File: src/rtl/fifo_uart_sender_pkg.sv
// sender_pkg: FSM encoding, frame constants and baud divider helper.
// Build option UART_CHECKSUM_EN adds the CSUM state.
package sender_pkg;
  localparam logic [15:0] FRAME_HEAD = 16'h7A00;
  localparam int FRAME_WORDS_DEF = 721;
  localparam int CLK_FREQ_DEF = 200000000;
  localparam int BAUD_DEF = 115200;

  function automatic int baud_div(input int clk_hz, input int baud);
    return clk_hz / baud;
  endfunction

  typedef enum logic [2:0] {
    S_IDLE,
    S_RD,
    S_LAT,
    S_TX_HI,
    S_TX_LO,
`ifdef UART_CHECKSUM_EN
    S_CSUM,
`endif
    S_FIN
  } state_t;
endpackage

File: src/rtl/fifo_uart_sender_if.sv
// fifo_uart_sender_if: control, FIFO read side and UART line bundle.
// master drives start/FIFO data, slave is the sender.
interface fifo_uart_sender_if;
  logic        start_send;
  logic [15:0] fifo_q;
  logic        fifo_empty;
  logic        fifo_rdreq;
  logic        uart_txd;
  logic        busy;
  logic        done;
  logic        underrun;

  modport master (
    output start_send, fifo_q, fifo_empty,
    input  fifo_rdreq, uart_txd, busy, done, underrun
  );

  modport slave (
    input  start_send, fifo_q, fifo_empty,
    output fifo_rdreq, uart_txd, busy, done, underrun
  );
endinterface

File: src/rtl/fifo_uart_sender_tx.sv
// uart_tx_byte: 8N1 byte shifter with baud counter.
// tx_done marks the last stop-bit cycle; a new start there runs back-to-back.
module uart_tx_byte #(
  parameter int BAUD_DIV = 8
) (
  input  logic       Clk,
  input  logic       Rst_n,
  input  logic       tx_start,
  input  logic [7:0] tx_data,
  output logic       tx_busy,
  output logic       tx_done,
  output logic       txd
);
  localparam logic [10:0] BAUD_LAST = 11'(BAUD_DIV - 1);

  logic [10:0] r_baud;
  logic [3:0]  r_bit;
  logic [8:0]  r_shift;
  logic        r_busy;
  logic        r_txd;
  logic        w_bit_end;
  logic        w_load;

  assign w_bit_end = (r_baud == BAUD_LAST);
  assign tx_done   = r_busy && w_bit_end && (r_bit == 4'd9);
  assign w_load    = tx_start && (!r_busy || tx_done);
  assign tx_busy   = r_busy;
  assign txd       = r_txd;

  // Load a byte (start bit), then shift data and stop bit each BAUD_DIV cycles.
  always_ff @(posedge Clk or negedge Rst_n) begin
    if (!Rst_n) begin
      r_baud  <= '0;
      r_bit   <= '0;
      r_shift <= '1;
      r_busy  <= 1'b0;
      r_txd   <= 1'b1;
    end else if (w_load) begin
      r_baud  <= '0;
      r_bit   <= '0;
      r_shift <= {1'b1, tx_data};
      r_busy  <= 1'b1;
      r_txd   <= 1'b0;
    end else if (r_busy) begin
      if (!w_bit_end) begin
        r_baud <= r_baud + 11'd1;
      end else begin
        r_baud <= '0;
        if (r_bit == 4'd9) begin
          r_busy <= 1'b0;
        end else begin
          r_txd   <= r_shift[0];
          r_shift <= {1'b1, r_shift[8:1]};
          r_bit   <= r_bit + 4'd1;
        end
      end
    end
  end
endmodule

File: src/rtl/fifo_uart_sender.sv
// fifo_uart_sender: drains one frame from the FIFO, MSB byte first, over UART.
// Define UART_CHECKSUM_EN to append a modulo-256 checksum byte.
module fifo_uart_sender
  import sender_pkg::*;
#(
  parameter int CLK_FREQ    = CLK_FREQ_DEF,
  parameter int BAUD        = BAUD_DEF,
  parameter int BAUD_DIV    = baud_div(CLK_FREQ, BAUD),
  parameter int FRAME_WORDS = FRAME_WORDS_DEF
) (
  input logic               Clk,
  input logic               Rst_n,
  fifo_uart_sender_if.slave bus
);
  state_t      r_state;
  state_t      w_next;
  logic [15:0] r_word;
  logic [9:0]  r_cnt;
  logic        w_last;
  logic        w_tx_start;
  logic [7:0]  w_tx_data;
  logic        w_tx_busy;
  logic        w_tx_done;
`ifdef UART_CHECKSUM_EN
  logic [7:0]  r_sum;
`endif

  assign w_last   = (r_cnt == 10'(FRAME_WORDS));
  assign bus.busy = (r_state != S_IDLE) || w_tx_busy;

  uart_tx_byte #(.BAUD_DIV(BAUD_DIV)) u_tx (
    .Clk      (Clk),
    .Rst_n    (Rst_n),
    .tx_start (w_tx_start),
    .tx_data  (w_tx_data),
    .tx_busy  (w_tx_busy),
    .tx_done  (w_tx_done),
    .txd      (bus.uart_txd)
  );

  // State register.
  always_ff @(posedge Clk or negedge Rst_n) begin
    if (!Rst_n) r_state <= S_IDLE;
    else        r_state <= w_next;
  end

  // Word latch and saturating word counter.
  always_ff @(posedge Clk or negedge Rst_n) begin
    if (!Rst_n) begin
      r_word <= '0;
      r_cnt  <= '0;
    end else begin
      if (r_state == S_LAT) r_word <= bus.fifo_q;
      if (r_state == S_IDLE && bus.start_send) r_cnt <= '0;
      else if (bus.fifo_rdreq && !w_last) r_cnt <= r_cnt + 10'd1;
    end
  end

`ifdef UART_CHECKSUM_EN
  // Running sum of every frame byte handed to the shifter.
  always_ff @(posedge Clk or negedge Rst_n) begin
    if (!Rst_n) r_sum <= '0;
    else if (r_state == S_IDLE && bus.start_send) r_sum <= '0;
    else if (w_tx_start && r_state != S_TX_LO) r_sum <= r_sum + w_tx_data;
  end
`endif

  // Next-state logic.
  always_comb begin
    w_next = r_state;
    unique case (r_state)
      S_IDLE:  if (bus.start_send) w_next = S_RD;
      S_RD:    w_next = bus.fifo_empty ? S_FIN : S_LAT;
      S_LAT:   w_next = S_TX_HI;
      S_TX_HI: if (w_tx_done) w_next = S_TX_LO;
`ifdef UART_CHECKSUM_EN
      S_TX_LO: if (w_tx_done) w_next = w_last ? S_CSUM : S_RD;
      S_CSUM:  if (w_tx_done) w_next = S_FIN;
`else
      S_TX_LO: if (w_tx_done) w_next = w_last ? S_FIN : S_RD;
`endif
      S_FIN:   w_next = S_IDLE;
      default: w_next = S_IDLE;
    endcase
  end

  // Outputs; the high byte is issued from LAT straight off fifo_q.
  always_comb begin
    bus.fifo_rdreq = 1'b0;
    bus.underrun   = 1'b0;
    bus.done       = 1'b0;
    w_tx_start     = 1'b0;
    w_tx_data      = r_word[15:8];
    unique case (r_state)
      S_RD: begin
        bus.fifo_rdreq = !bus.fifo_empty;
        bus.underrun   = bus.fifo_empty;
      end
      S_LAT: begin
        w_tx_start = 1'b1;
        w_tx_data  = bus.fifo_q[15:8];
      end
      S_TX_HI: begin
        w_tx_start = w_tx_done;
        w_tx_data  = r_word[7:0];
      end
`ifdef UART_CHECKSUM_EN
      S_TX_LO: begin
        w_tx_start = w_tx_done && w_last;
        w_tx_data  = r_sum;
      end
`endif
      S_FIN:   bus.done = 1'b1;
      default: ;
    endcase
  end
endmodule

File: src/flat_wrapper.sv
// flat-port wrapper written by rule: the top's interface ports become plain ports
module fifo_uart_sender_flat import sender_pkg::*;
#(
  parameter int CLK_FREQ    = CLK_FREQ_DEF,
  parameter int BAUD        = BAUD_DEF,
  parameter int BAUD_DIV    = baud_div(CLK_FREQ, BAUD),
  parameter int FRAME_WORDS = FRAME_WORDS_DEF
)
  (Clk, Rst_n, bus_start_send, bus_fifo_q, bus_fifo_empty, bus_fifo_rdreq, bus_uart_txd, bus_busy, bus_done, bus_underrun);
  fifo_uart_sender_if bus_i ();
  input logic Clk;
  input logic Rst_n;
  input wire logic [$bits(bus_i.start_send)-1:0] bus_start_send;
  input wire logic [$bits(bus_i.fifo_q)-1:0] bus_fifo_q;
  input wire logic [$bits(bus_i.fifo_empty)-1:0] bus_fifo_empty;
  output wire logic [$bits(bus_i.fifo_rdreq)-1:0] bus_fifo_rdreq;
  output wire logic [$bits(bus_i.uart_txd)-1:0] bus_uart_txd;
  output wire logic [$bits(bus_i.busy)-1:0] bus_busy;
  output wire logic [$bits(bus_i.done)-1:0] bus_done;
  output wire logic [$bits(bus_i.underrun)-1:0] bus_underrun;
  assign bus_i.start_send = bus_start_send;
  assign bus_i.fifo_q = bus_fifo_q;
  assign bus_i.fifo_empty = bus_fifo_empty;
  assign bus_fifo_rdreq = bus_i.fifo_rdreq;
  assign bus_uart_txd = bus_i.uart_txd;
  assign bus_busy = bus_i.busy;
  assign bus_done = bus_i.done;
  assign bus_underrun = bus_i.underrun;
  fifo_uart_sender #(.CLK_FREQ(CLK_FREQ), .BAUD(BAUD), .BAUD_DIV(BAUD_DIV), .FRAME_WORDS(FRAME_WORDS)) u_core (.Clk(Clk), .Rst_n(Rst_n), .bus(bus_i));
endmodule
File: config.mk
export PLATFORM = sky130hd
export DESIGN_NAME = fifo_uart_sender_flat
export DESIGN_NICKNAME = d
export VERILOG_FILES = /design/src/rtl/fifo_uart_sender_pkg.sv /design/src/rtl/fifo_uart_sender_if.sv /design/src/rtl/fifo_uart_sender_tx.sv /design/src/rtl/fifo_uart_sender.sv /design/src/flat_wrapper.sv
export SDC_FILE = /design/constraint.sdc
export NUM_CORES = 1
export LEC_CHECK = 0
export CAP_MARGIN = 20
export CORE_MARGIN = 5
export CORE_UTILIZATION = 61
export CTS_BUF_LIST = sky130_fd_sc_hd__clkbuf_4 sky130_fd_sc_hd__clkbuf_8 sky130_fd_sc_hd__clkbuf_16
export DETAILED_ROUTE_END_ITERATION = 8
export GPL_ROUTABILITY_DRIVEN = 0
export GPL_TIMING_DRIVEN = 0
export PLACE_DENSITY_LB_ADDON = 0.25
export RECOVER_POWER = 50
export SETUP_SLACK_MARGIN = 0.05
export SKIP_LAST_GASP = 1
export SLEW_MARGIN = 20
export SYNTH_ARGS = -nofsm -noshare
export SYNTH_HDL_FRONTEND = slang
export SYNTH_SLANG_ARGS = --single-unit
export TNS_END_PERCENT = 1
File: constraint.sdc
create_clock -name Clk -period 2.75 [get_ports Clk]
set_input_delay 0.825 -clock Clk [delete_from_list [all_inputs] [get_ports Clk]]
set_output_delay 0.825 -clock Clk [all_outputs]
set_load 0.02 [all_outputs]
==> flow_summary.ini <==
[place]
placedCellCount = 343
placed_area_um2 = 2980
place_ws_ns = -0.633
io_buffers = 24
hpwlAfterDp_um = 4350

[power_and_ir_drop]
p_sw_mw = 0.838
vdd.ir_drop.worst_mv = 0.447
switching_share_pct = 34.3
powerDensity_nw_per_um2 = 787
p_total_mw = 2.44
power.internal_mw = 1.61
p_comb_share_pct = 32.9
seqPwrFrac_pct = 45.2
power.leakage_nw = 1.32
pwr-share-clk_pct = 21.9

[yosys]
synth-warning-count = 0
syn-cell-area_um2 = 2660
synth_top_area_cell = dfrtp_1
synth_area_leaders = dfrtp_1, dfstp_2, mux2i_1
syn_inst = 266
yosysTopAreaCellShare_pct = 34.8
syn_nets = 291
synth-seq-cells = 46
seq_area_frac_synth_pct = 43.7
synth_edf_count = 0
synth_cell_types = 51
synth.avg_cell_area_um2 = 10.0
async_flop_share_pct = 100
synthFlopType = dfrtp_1

[sta]
relSlewSlack_pct = 22.3
drv_slew = 0
setup_tns_ns = -0.0617
skew_ns = 0.00753
hold_viol_final = 0
rsz0062_at_grt = yes
period_share_pct = 102
fmax_mhz = 356
setup_viol = 1
fin_ws_ns = -0.0617
fin_crit_ns = 2.81
tightest_slew_ns = 1.17

[drt]
drt_iter0_markers = 152
route.detailed.drc = 0
met3WireLength_um = 394
firstDrtPassIters = 4
wl_met1_um = 2680
drt_wl_total_um = 6300
met2_length_um = 3040
post_drt_wl_per_cell_um = 17.9
highest_layer = met4
via_count = 2292
ant_nets = 0
via_per_inst = 6.53

[final_layout]
final_area_um2 = 3110
antennaDiodeCount = 0
syn_to_final_growth_pct = 16.7
n_fill_cell = 327
final_cells = 351
fin_nets = 323
mostFrequentLayoutCells = dfrtp_1, clkdlybuf4s50_1, nor2_1, nand3_1, or3_1
drive_gt1_share_pct = 15.4
final_common_cell = dfrtp_1

[cts]
cts_tree = done
clock_latency_ns = 0.30
cts-htree-levels = 2
cts_root_buf = clkbuf_8
clk_pin_slew_ns = 0.09
cts_buffers = 5
numClockSinks = 46
clock_path_buffers = 2
holdBufCountCts = 0

[global_route]
grt_max_degree = 26
grt_pass1_vias = 2225
grtUsageTotal_pct = 22.6
antenna_found_initial = 0
grt_first_pass_wirelength_um = 10800
grt-ovfl-total = 0

[floorplanning]
num_io_pins = 25
dieWidth_um = 76.1
start_util_pct = 62.0
design.core.area_um2 = 4290
dieArea_um2 = 5790
rows = 24
dieHeight_um = 76.1

[flow_run]
cap_viol_max_count = 0

[worst_setup_path]
critPathArrivalTime_ns = 1.99
cp_max_fo = 10
critPathRequiredTime_ns = 1.93
rrSetupSlack_ns = 0.50
start_kind = flop
critPathKind = flop to primary output
cp-end-kind = primary output

[outcome]
violations = negative setup slack
outcome = finished, violations left

[hold_path]
hold_path_class = flop to flop
registers in the layout (all words and copies together), names as in the netlist:
register             count
u_core.r_state           3
u_core.u_tx.txd          1
u_core.u_tx.r_bit        4
u_core.r_cnt            10
u_core.r_word            8
u_core.u_tx.tx_busy      1
u_core.u_tx.r_shift      8
u_core.u_tx.r_baud      11
repair_timing:
| action | 4_1_cts | 5_1_grt |
|---|---|---|
| buffers inserted | 1 | 0 |
| endpoints found under the setup margin | 4 | 4 |
| gates resized for setup | 13 | 1 |
| pin swaps | 1 | 0 |
| hold endpoints to repair | 0 | 0 |
synth_stat cells, types with 6 or more instances:
library cell  number
a41oi_1            7
nor2_1            16
a21oi_1           13
nand4_1            6
dfrtp_1           37
clkbuf_1           9
nand3_1           14
o21ai_0            9
xor2_1            10
nand2_1           12
o31ai_1            7
dfstp_2            9
a211oi_1           7
or3_1             14
mux2i_1            9
a22oi_1            7
inv_1              6
mux2_2             8
through the flow:
stage | hold slack (ns) | utilization (%)
detailed placement | 0.471 | 69.5
floorplan | 0.456 | -
global route | 0.501 | 72.4
CTS | 0.481 | 72.7
global placement | 0.467 | 69.1
finish | 0.481 | 72.4
cell type report:
| type | instances | area (µm²) | share of cell area [%] |
|---|---|---|---|
| multi-input cells | 198 | 1420 | 45.8 |
| flip-flops and latches | 46 | 1160 | 37.4 |
| repair buffers | 26 | 244 | 7.85 |
| clock buffers | 7 | 90.1 | 2.90 |
| plain buffers | 15 | 71.3 | 2.29 |
| well taps | 52 | 65.1 | 2.09 |
| clock inverters | 1 | 30.0 | 0.966 |
| inverters | 6 | 22.5 | 0.725 |
cell families after synthesis:
family	count (synthesis)	share of synthesized area (%)
flip-flops	46	43.7
XOR/XNOR	10	3.29
AND/OR/NAND/NOR	97	22.1
AO/OA/AOI/OAI	69	18.4
buffers and inverters	22	3.48
adder cells (fa/ha/maj)	5	2.35
multiplexers	17	6.77
path summary, 6_finish.rpt:
kind | startpoint | end | cells after the start
worst min-delay path | u_core.u_tx.r_shift[0] | u_core.u_tx.txd | 2
worst max-delay path | u_core.r_state[1] | bus_done | 3
max in group asynchronous | Rst_n | u_core.r_word[2] | 2
worst max register to register | u_core.u_tx.r_bit[1] | u_core.u_tx.r_shift[6] | 8
worst min register to register | u_core.u_tx.r_shift[0] | u_core.u_tx.txd | 2
min in group asynchronous | Rst_n | u_core.r_word[6] | 1
routing by layer:
metal | up-vias | track usage (%)
met5 | - | 0
met4 | 0 | 10.5
met3 | 15 | 4.73
met2 | 77 | 35.9
met1 | 1114 | 29.6
li1 | 1086 | -
critical path, cell delays in order, from the launching register on:
cell and delay [ns]:
dfrtp_1 0.45, clkbuf_1 0.26, nor3b_1 0.32, clkdlybuf4s50_1 0.66
power groups by stage:
stage          logic [mW]  clock network [mW]  registers [mW]
6_report            0.804               0.535            1.11
3_3_place_gp        0.749                   0            1.11
5_1_grt             0.908               0.572            1.14
2_1_floorplan       0.578                   0            1.07
3_5_place_dp        0.778                   0            1.12
4_1_cts             0.800               0.540            1.10
No activity file was read; power rests on OpenSTA's default activity.
